`config.mk`:
```
export PLATFORM = sky130hd
export DESIGN_NAME = fir_mac_scheduler
export DESIGN_NICKNAME = d
export VERILOG_FILES = /design/src/rtl/fir_mac_scheduler.sv
export SDC_FILE = /design/constraint.sdc
export NUM_CORES = 2
export LEC_CHECK = 0
export CAP_MARGIN = 40
export CORE_MARGIN = 4
export CORE_UTILIZATION = 67
export CTS_CLUSTER_DIAMETER = 120
export DETAILED_ROUTE_END_ITERATION = 10
export PLACE_DENSITY_LB_ADDON = 0.08
export SKIP_CTS_REPAIR_TIMING = 1
export SLEW_MARGIN = 20
export SYNTH_ARGS = -nofsm -noshare
export SYNTH_HDL_FRONTEND = slang
export SYNTH_SLANG_ARGS = --single-unit
```
`constraint.sdc`:
```
create_clock -name clk -period 23.1 [get_ports clk]
set_input_delay 4.62 -clock clk [delete_from_list [all_inputs] [get_ports clk]]
set_output_delay 4.62 -clock clk [all_outputs]
set_load 0.01 [all_outputs]
```
`src/rtl/fir_mac_scheduler.sv`:
```
// rtl/fir_mac_scheduler.sv - two-channel time-multiplexed FIR with one shared MAC and deferred coefficient RAM
module fir_mac_scheduler #(
    parameter int WIDTH       = 32,
    parameter int COEFF_WIDTH = 16,
    parameter int TAPS        = 8,
    parameter int ACC_WIDTH   = WIDTH + COEFF_WIDTH + $clog2(TAPS)
) (
    input  logic                    clk,
    input  logic                    rst_n,
    input  logic [WIDTH-1:0]        ch0_data,
    input  logic                    ch0_valid,
    output logic                    ch0_ready,
    input  logic [WIDTH-1:0]        ch1_data,
    input  logic                    ch1_valid,
    output logic                    ch1_ready,
    input  logic                    coef_wr_en,
    input  logic [$clog2(TAPS)-1:0] coef_wr_addr,
    input  logic [COEFF_WIDTH-1:0]  coef_wr_data,
    output logic [WIDTH-1:0]        out_data,
    output logic                    out_ch,
    output logic                    out_valid,
    output logic                    busy,
    output logic                    coef_drop
);
    localparam int AW = $clog2(TAPS);
    localparam int PW = WIDTH + COEFF_WIDTH;
    localparam logic [COEFF_WIDTH-1:0] COEF0_RST = {2'b01, {(COEFF_WIDTH-2){1'b0}}};

    typedef enum logic {IDLE, MAC} state_t;
    state_t state, state_nxt;

    logic [WIDTH-1:0]       sbuf [2][TAPS];
    logic [AW-1:0]          wp [2];
    logic [COEFF_WIDTH-1:0] coeff [TAPS];
    logic [AW-1:0]          base, k, tap_idx;
    logic                   cur_ch, last_grant, grant, any_valid, k_last;
    logic [WIDTH-1:0]       in_data, tap_sample, sat;
    logic signed [PW-1:0]        prod;
    logic signed [ACC_WIDTH-1:0] acc, acc_nxt, shifted;
    logic [ACC_WIDTH-WIDTH:0]    hi;
    logic                   pend_valid;
    logic [AW-1:0]          pend_addr;
    logic [COEFF_WIDTH-1:0] pend_data;

    // Round-robin: on a tie the channel not served last time wins.
    assign any_valid = ch0_valid | ch1_valid;
    assign grant     = (ch0_valid && ch1_valid) ? ~last_grant : ch1_valid;
    assign in_data   = grant ? ch1_data : ch0_data;
    assign k_last    = (k == {AW{1'b1}});

    always_ff @(posedge clk or negedge rst_n) begin
        if (!rst_n) state <= IDLE;
        else        state <= state_nxt;
    end

    always_comb begin
        state_nxt = state;
        ch0_ready = 1'b0;
        ch1_ready = 1'b0;
        busy      = 1'b0;
        case (state)
            IDLE: begin
                ch0_ready = rst_n && any_valid && !grant;
                ch1_ready = rst_n && any_valid && grant;
                if (any_valid) state_nxt = MAC;
            end
            MAC: begin
                busy = 1'b1;
                if (k_last) state_nxt = IDLE;
            end
            default: state_nxt = IDLE;
        endcase
    end

    always_comb begin
        tap_idx    = base - k;
        tap_sample = sbuf[cur_ch][tap_idx];
        prod       = $signed(tap_sample) * $signed(coeff[k]);
        acc_nxt    = acc + {{(ACC_WIDTH-PW){prod[PW-1]}}, prod};
        shifted    = acc_nxt >>> (COEFF_WIDTH - 1);
        hi         = shifted[ACC_WIDTH-1:WIDTH-1];
        sat        = shifted[WIDTH-1:0];
        if (hi != '0 && hi != '1)
            sat = shifted[ACC_WIDTH-1] ? {1'b1, {(WIDTH-1){1'b0}}} : {1'b0, {(WIDTH-1){1'b1}}};
    end

    always_ff @(posedge clk or negedge rst_n) begin
        if (!rst_n) begin
            for (int c = 0; c < 2; c++) begin
                wp[c] <= '0;
                for (int i = 0; i < TAPS; i++) sbuf[c][i] <= '0;
            end
            base       <= '0;
            k          <= '0;
            cur_ch     <= 1'b0;
            last_grant <= 1'b1;
            acc        <= '0;
            out_data   <= '0;
            out_ch     <= 1'b0;
            out_valid  <= 1'b0;
        end else begin
            out_valid <= 1'b0;
            if (state == IDLE) begin
                if (any_valid) begin
                    sbuf[grant][wp[grant]] <= in_data;
                    base       <= wp[grant];
                    wp[grant]  <= wp[grant] + 1'b1;
                    k          <= '0;
                    acc        <= '0;
                    cur_ch     <= grant;
                    last_grant <= grant;
                end
            end else begin
                acc <= acc_nxt;
                k   <= k + 1'b1;
                if (k_last) begin
                    out_data  <= sat;
                    out_ch    <= cur_ch;
                    out_valid <= 1'b1;
                end
            end
        end
    end

    // Writes during MAC are parked so the running result keeps its coefficients.
    always_ff @(posedge clk or negedge rst_n) begin
        if (!rst_n) begin
            for (int i = 0; i < TAPS; i++) coeff[i] <= (i == 0) ? COEF0_RST : '0;
            pend_valid <= 1'b0;
            pend_addr  <= '0;
            pend_data  <= '0;
            coef_drop  <= 1'b0;
        end else if (state == IDLE) begin
            if (coef_wr_en) coeff[coef_wr_addr] <= coef_wr_data;
        end else if (!k_last) begin
            if (coef_wr_en) begin
                pend_valid <= 1'b1;
                pend_addr  <= coef_wr_addr;
                pend_data  <= coef_wr_data;
                if (pend_valid) coef_drop <= 1'b1;
            end
        end else begin
            if (pend_valid) coeff[pend_addr] <= pend_data;
            if (coef_wr_en) begin
                coeff[coef_wr_addr] <= coef_wr_data;
                if (pend_valid && pend_addr == coef_wr_addr) coef_drop <= 1'b1;
            end
            pend_valid <= 1'b0;
        end
    end
endmodule

```
### After elaboration in Yosys (flattened, before gate mapping)

Cells that the tools add are included.

* bits in registers: 761
* bits in latches: 0
* RAM bits: 0
* bits in read-only memories: 0
* input bits: 88
* logic and storage cells: 150
* memories kept: 0

* add/subtract/negate cells: 4
* multipliers: 1
* div/mod/pow operators: 0
* order comparisons: 11
* equality and inequality tests: 5
* shift-type cells: 0
* multiplexer cells: 57
* bitwise operators: 11
* reductions and logical operators: 22

Operator list (count)
* $mux 256: 4
* $mux 128: 7
* $bwmux 512: 1
* $bwmux 128: 3
* $demux 256 s1: 1
* $mux 32: 6
* $mux 51: 2
* $bmux 32 s3: 1
* $demux 16 s3: 2
* $demux 32 s3: 1
* $mux 16: 4
* $add 51x51->51: 1
* $bmux 16 s3: 1
* $mul 32x16->48: 1
* $ge 4x4->1 const B: 5
* $ne 20x20->1 const B: 1
* $not 3->4: 5
* $reduce_bool 20->1: 1
* $mux 3: 6
* $mux 1: 15
* $lt 4x1->1 const B: 3
* $logic_and 1x1->1: 10
* $reduce_and 2->1: 4
* $reduce_bool 2->1: 4
* other kinds (16): 22

### Depth between registers and ports, before layout

* word-level depth: 14
* mapped depth: 50

### Worst setup path before layout

Ideal clock, no wire load.

* kind: register to register
* start: reg k[1]
* end: reg out_data[10]
* data arrival time: 11.839 ns
* required time: 22.978 ns
* path slack: 11.139 ns
* stages on the path, launching flop included: 47
* buffers on the path: 7
* clock period less this slack: 11.961 ns
* cells stage by stage: dfrtp_1 > clkbuf_1 > clkbuf_1 > inv_1 > fa_1 > xor2_1 > xnor2_1 > clkbuf_1 > buf_1 > mux4_2 > clkbuf_1 > nand2_1 > fa_1 > fa_1 > fa_1 > inv_1 > fa_1 > fa_1 > [11 not listed] > a21oi_1 > o21bai_1 > a21oi_1 > xnor2_1 > ha_1 > clkbuf_1 > nand4_1 > o21ai_0 > a31oi_1 > o2111ai_1 > a21oi_1 > o41ai_1 > o22ai_2 > xnor2_1 > or4_4 > a21oi_4 > buf_6 > a21oi_1

* word-level cells in the longest chain between the ends: 10

RTL lines
* from (decl): line 35 `logic [AW-1:0] base, k, tap_idx;`
* from (signal assigned): line 115 `k <= k + 1'b1;`
* $sub 3x3->3: line 76 `tap_idx = base - k;`
* $not 3->4 (not written as such): line 77 `tap_sample = sbuf[cur_ch][tap_idx];`
* $bmux 32 s3: line 77
* $mux 32 (not written as such) (2 in a row): line 77
* $mul 32x16->48: line 78 `prod = $signed(tap_sample) * $signed(coeff[k]);`
* $add 51x51->51: line 79 `acc_nxt = acc + {{(ACC_WIDTH-PW){prod[PW-1]}}, prod};`
* $ne 20x20->1 / $reduce_bool 20->1 (equally long branches): line 83 `if (hi != '0 && hi != '1)`
* $logic_and 1x1->1: line 83
* $mux 32: line 83
* to (signal assigned): line 117 `out_data <= sat;`
* to (decl): line 19 `output logic [WIDTH-1:0] out_data,`

Several ways; a longest one is shown, not always the timed one. The select of a mux whose other input is x is not followed.
A chain may end at the register's enable or synchronous reset.

### Final worst setup path

* start: reg cur_ch
* end: reg out_data[5]

* word-level cells in the longest chain between the ends: 12

RTL lines
* from (decl): line 36 `logic cur_ch, last_grant, grant, any_valid, k_last;`
* from (signal assigned): line 110 `cur_ch <= grant;`
* $not 1->2 (not written as such) *: line 77
* $mux 256 (not written as such) * (3 in a row): line 77
* $bmux 32 s3 *: line 77
* $mux 32 (not written as such) * (2 in a row): line 77
* $mul 32x16->48 *: line 78
* $add 51x51->51 *: line 79
* $ne 20x20->1 / $reduce_bool 20->1 (equally long branches): line 83
* $logic_and 1x1->1: line 83
* $mux 32 *: line 83

Mark *: on every way between the ends. The rest lies on a longest branch, timed or not. The select of a mux whose other input is x is not followed.

==> flow_metrics.py <==
metrics = {
    "run_status": {
        "status": "complete, no violations",
    },
    "detailed_routing": {
        "wl_per_cell_microns": 22.6,
        "drt_drc_violations_left": 0,
        "postRouteAntennaNets": 0,
        "via_count": 42700,
        "finalWirelength_microns": 152000,
        "drt_pass1_iterations": 6,
        "detailedRoute.firstIterationViolations": 3854,
        "route.detailed.vias_per_inst": 6.35,
    },
    "cts": {
        "cts_buffer_depth": 3,
        "clk_pin_slew_worst_paths_ps": 60,
        "clkLatencyLatePin_ps": 680,
        "htreeDepth": 3,
        "clock-sinks": 761,
        "clockRootBuffer": "clkbuf_16",
        "cts-buffers-inserted": 82,
        "cts_tree": "done",
    },
    "yosys": {
        "synth.distinct_cells": 83,
        "synth.cell_area_sq_um": 55600,
        "synthArstFlopShare_pct": 100,
        "synth-seq-cells": 761,
        "seq_area_frac_synth_pct": 34.3,
        "synth_edf_count": 0,
        "netlist_instances": 5613,
        "synth_area_per_cell_sq_um": 9.90,
        "synth_ff_type": "dfrtp_1",
        "synth-warning-count": 0,
        "postSynthNetCount": 6361,
    },
    "place": {
        "pre_cts_slack_ps": 9940,
        "dpl.cell_count": 6549,
        "place.detailed.hpwl_microns": 101000,
        "gp_congestion": 0.923,
        "io_buffer_count": 125,
    },
    "grt": {
        "grt_first_pass_wirelength_microns": 245000,
        "grt_start_max_net_pins": 95,
        "first_global_vias": 44700,
        "antenna_found_initial": 1,
        "gr-total-overflow": 0,
        "track_usage_pct": 35.7,
    },
    "setup_path": {
        "critical-path-slowest-cell": "o41ai_1",
        "crit_type": "reg2reg",
        "kind_of_start_point_of_the_critical_path": "register",
        "cp_max_fo": 36,
        "crit_path_end_kind": "register",
        "maximum_cell_stage_delay_along_the_critical_path_ps": 830,
        "arrival_ps": 13610,
        "cp.required_ps": 23600,
        "path_common_cell": "fa_1",
    },
    "cells_and_area": {
        "final_cells": 6719,
        "share_of_cells_above_drive_strength_1_pct": 12.2,
        "ff_latch_area_sq_um": 19100,
        "area_growth_from_synthesis_to_layout_pct": 10.2,
        "final_nets": 6331,
        "antenna-diode-count": 0,
        "fill_cells": 5712,
        "layout.cells.most_common": "dfrtp_1",
        "final_cell_mix": "dfrtp_1, nand2_1, inv_1, a21oi_1, fa_1",
        "multi_input_area_sq_um": 33000,
    },
    "timing": {
        "fin_hold_viols": 0,
        "finalWorstPathRequiredPeriod_ps": 13110,
        "final.setup.worst_slack_ps": 9990,
        "worst_clk_skew_ps": 81.6,
        "grt_setup_unrepaired": "false",
        "setup-violations-final": 0,
        "whs_ps": 467,
        "max_clock_freq_mhz": 76.3,
        "setup_tns_ps": 0,
        "timing_max_transition_violations_final": 0,
        "slew_limit_headroom_pct": 39.9,
        "tightestPinTransition_ps": 896,
        "min_period_over_period_pct": 56.7,
    },
    "floorplanning": {
        "fp.dieW_microns": 296,
        "start_util_pct": 67.7,
        "number_of_cell_rows": 105,
        "fp.coreArea_sq_um": 82100,
        "floorplan.die_area_sq_um": 87600,
        "ios": 126,
        "dieHeight_microns": 296,
    },
    "job": {
        "drv_cap": 0,
    },
    "min_path": {
        "hold_path_class": "reg2reg",
    },
}
-- registers in the layout, indices dropped and copies added (netlist names) --
| signal | cells |
|---|---|
| pend_data | 16 |
| pend_addr | 3 |
| base | 3 |
| coeff | 128 |
| last_grant | 1 |
| k | 3 |
| coef_drop | 1 |
| out_valid | 1 |
| state | 1 |
| pend_valid | 1 |
| acc | 51 |
| cur_ch | 1 |
| sbuf | 512 |
| out_data | 32 |
| wp | 6 |
| out_ch | 1 |
-- final timing paths --
kind | start | to | slack [ps] | depth (start not counted)
min in group asynchronous | rst_n | sbuf[33] | 3980 | 1
worst max register to register | cur_ch | out_data[5] | 9990 | 40
worst min register to register | coef_drop | coef_drop | 470 | 1
worst max-delay path | cur_ch | out_data[5] | 9990 | 40
worst min-delay path | coef_drop | coef_drop | 470 | 1
max in group asynchronous | rst_n | acc[44] | 16630 | 7
-- cells in the mapped netlist, types with 49 or more instances --
cell type | n | area share [%]
dfrtp_1 | 759 | 34
nand2_1 | 699 | 4.7
inv_1 | 625 | 4.2
a21oi_1 | 521 | 4.7
fa_1 | 488 | 18
nor2_1 | 450 | 3.0
clkbuf_1 | 325 | 2.2
o21ai_0 | 322 | 2.9
mux4_2 | 184 | 7.5
ha_1 | 172 | 3.9
mux2_2 | 136 | 2.8
o22ai_1 | 91 | 1.0
and2_1 | 89 | 1.0
nor2b_1 | 89 | 1.0
mux2i_1 | 81 | 1.5
xnor2_1 | 63 | 0.99
nand2b_1 | 49 | 0.55
-- stage by stage --
step                      cell area (sq um)  util, %
after global routing                  61300     74.6
after global placement                57600     70.1
after CTS                             60800     74.1
after detailed placement              58100     70.8
after floorplan                       55600        -
final                                 61300     74.6
-- worst max-delay path, delay by kind of cell, from the launching register on --
kind                       cells  cell delay (ps)
adders and majority gates      8             3710
and+or+nand+nor                4             1010
AOI/OAI and AO/OA             17             4000
xor gates and xnor gates       2              320
DFF                            1              730
muxes                          2             1330
buffers and inverters          7             1740
-- kinds of logic after synthesis --
kind of cell	share of synthesized area (%)
buffers and inverters	6.84
DFF	34.3
muxes	11.7
xor gates and xnor gates	1.57
AOI/OAI and AO/OA	12.8
adders and majority gates	21.4
and+or+nand+nor	11.5
-- metal layers --
metal	wire, microns	up-vias	track usage, %
met4	5060	0	12.3
li1	-	18600	-
met3	13300	357	7.20
met5	0	-	0
met2	72300	1974	57.5
met1	61100	21700	49.5
-- cell type report --
type                       instances  share of cell area, %
tap                             1070                   2.19
clock buffer                     114                   3.76
inverter                         626                   3.83
timing repair buffer             265                   4.61
clock inverter                    36                  0.713
sequential                       761                   31.1
multi-input combinational       3847                   53.8
Power is not shown: default switching activity piles up to over one toggle a cycle in this logic, so the estimate is an artifact.
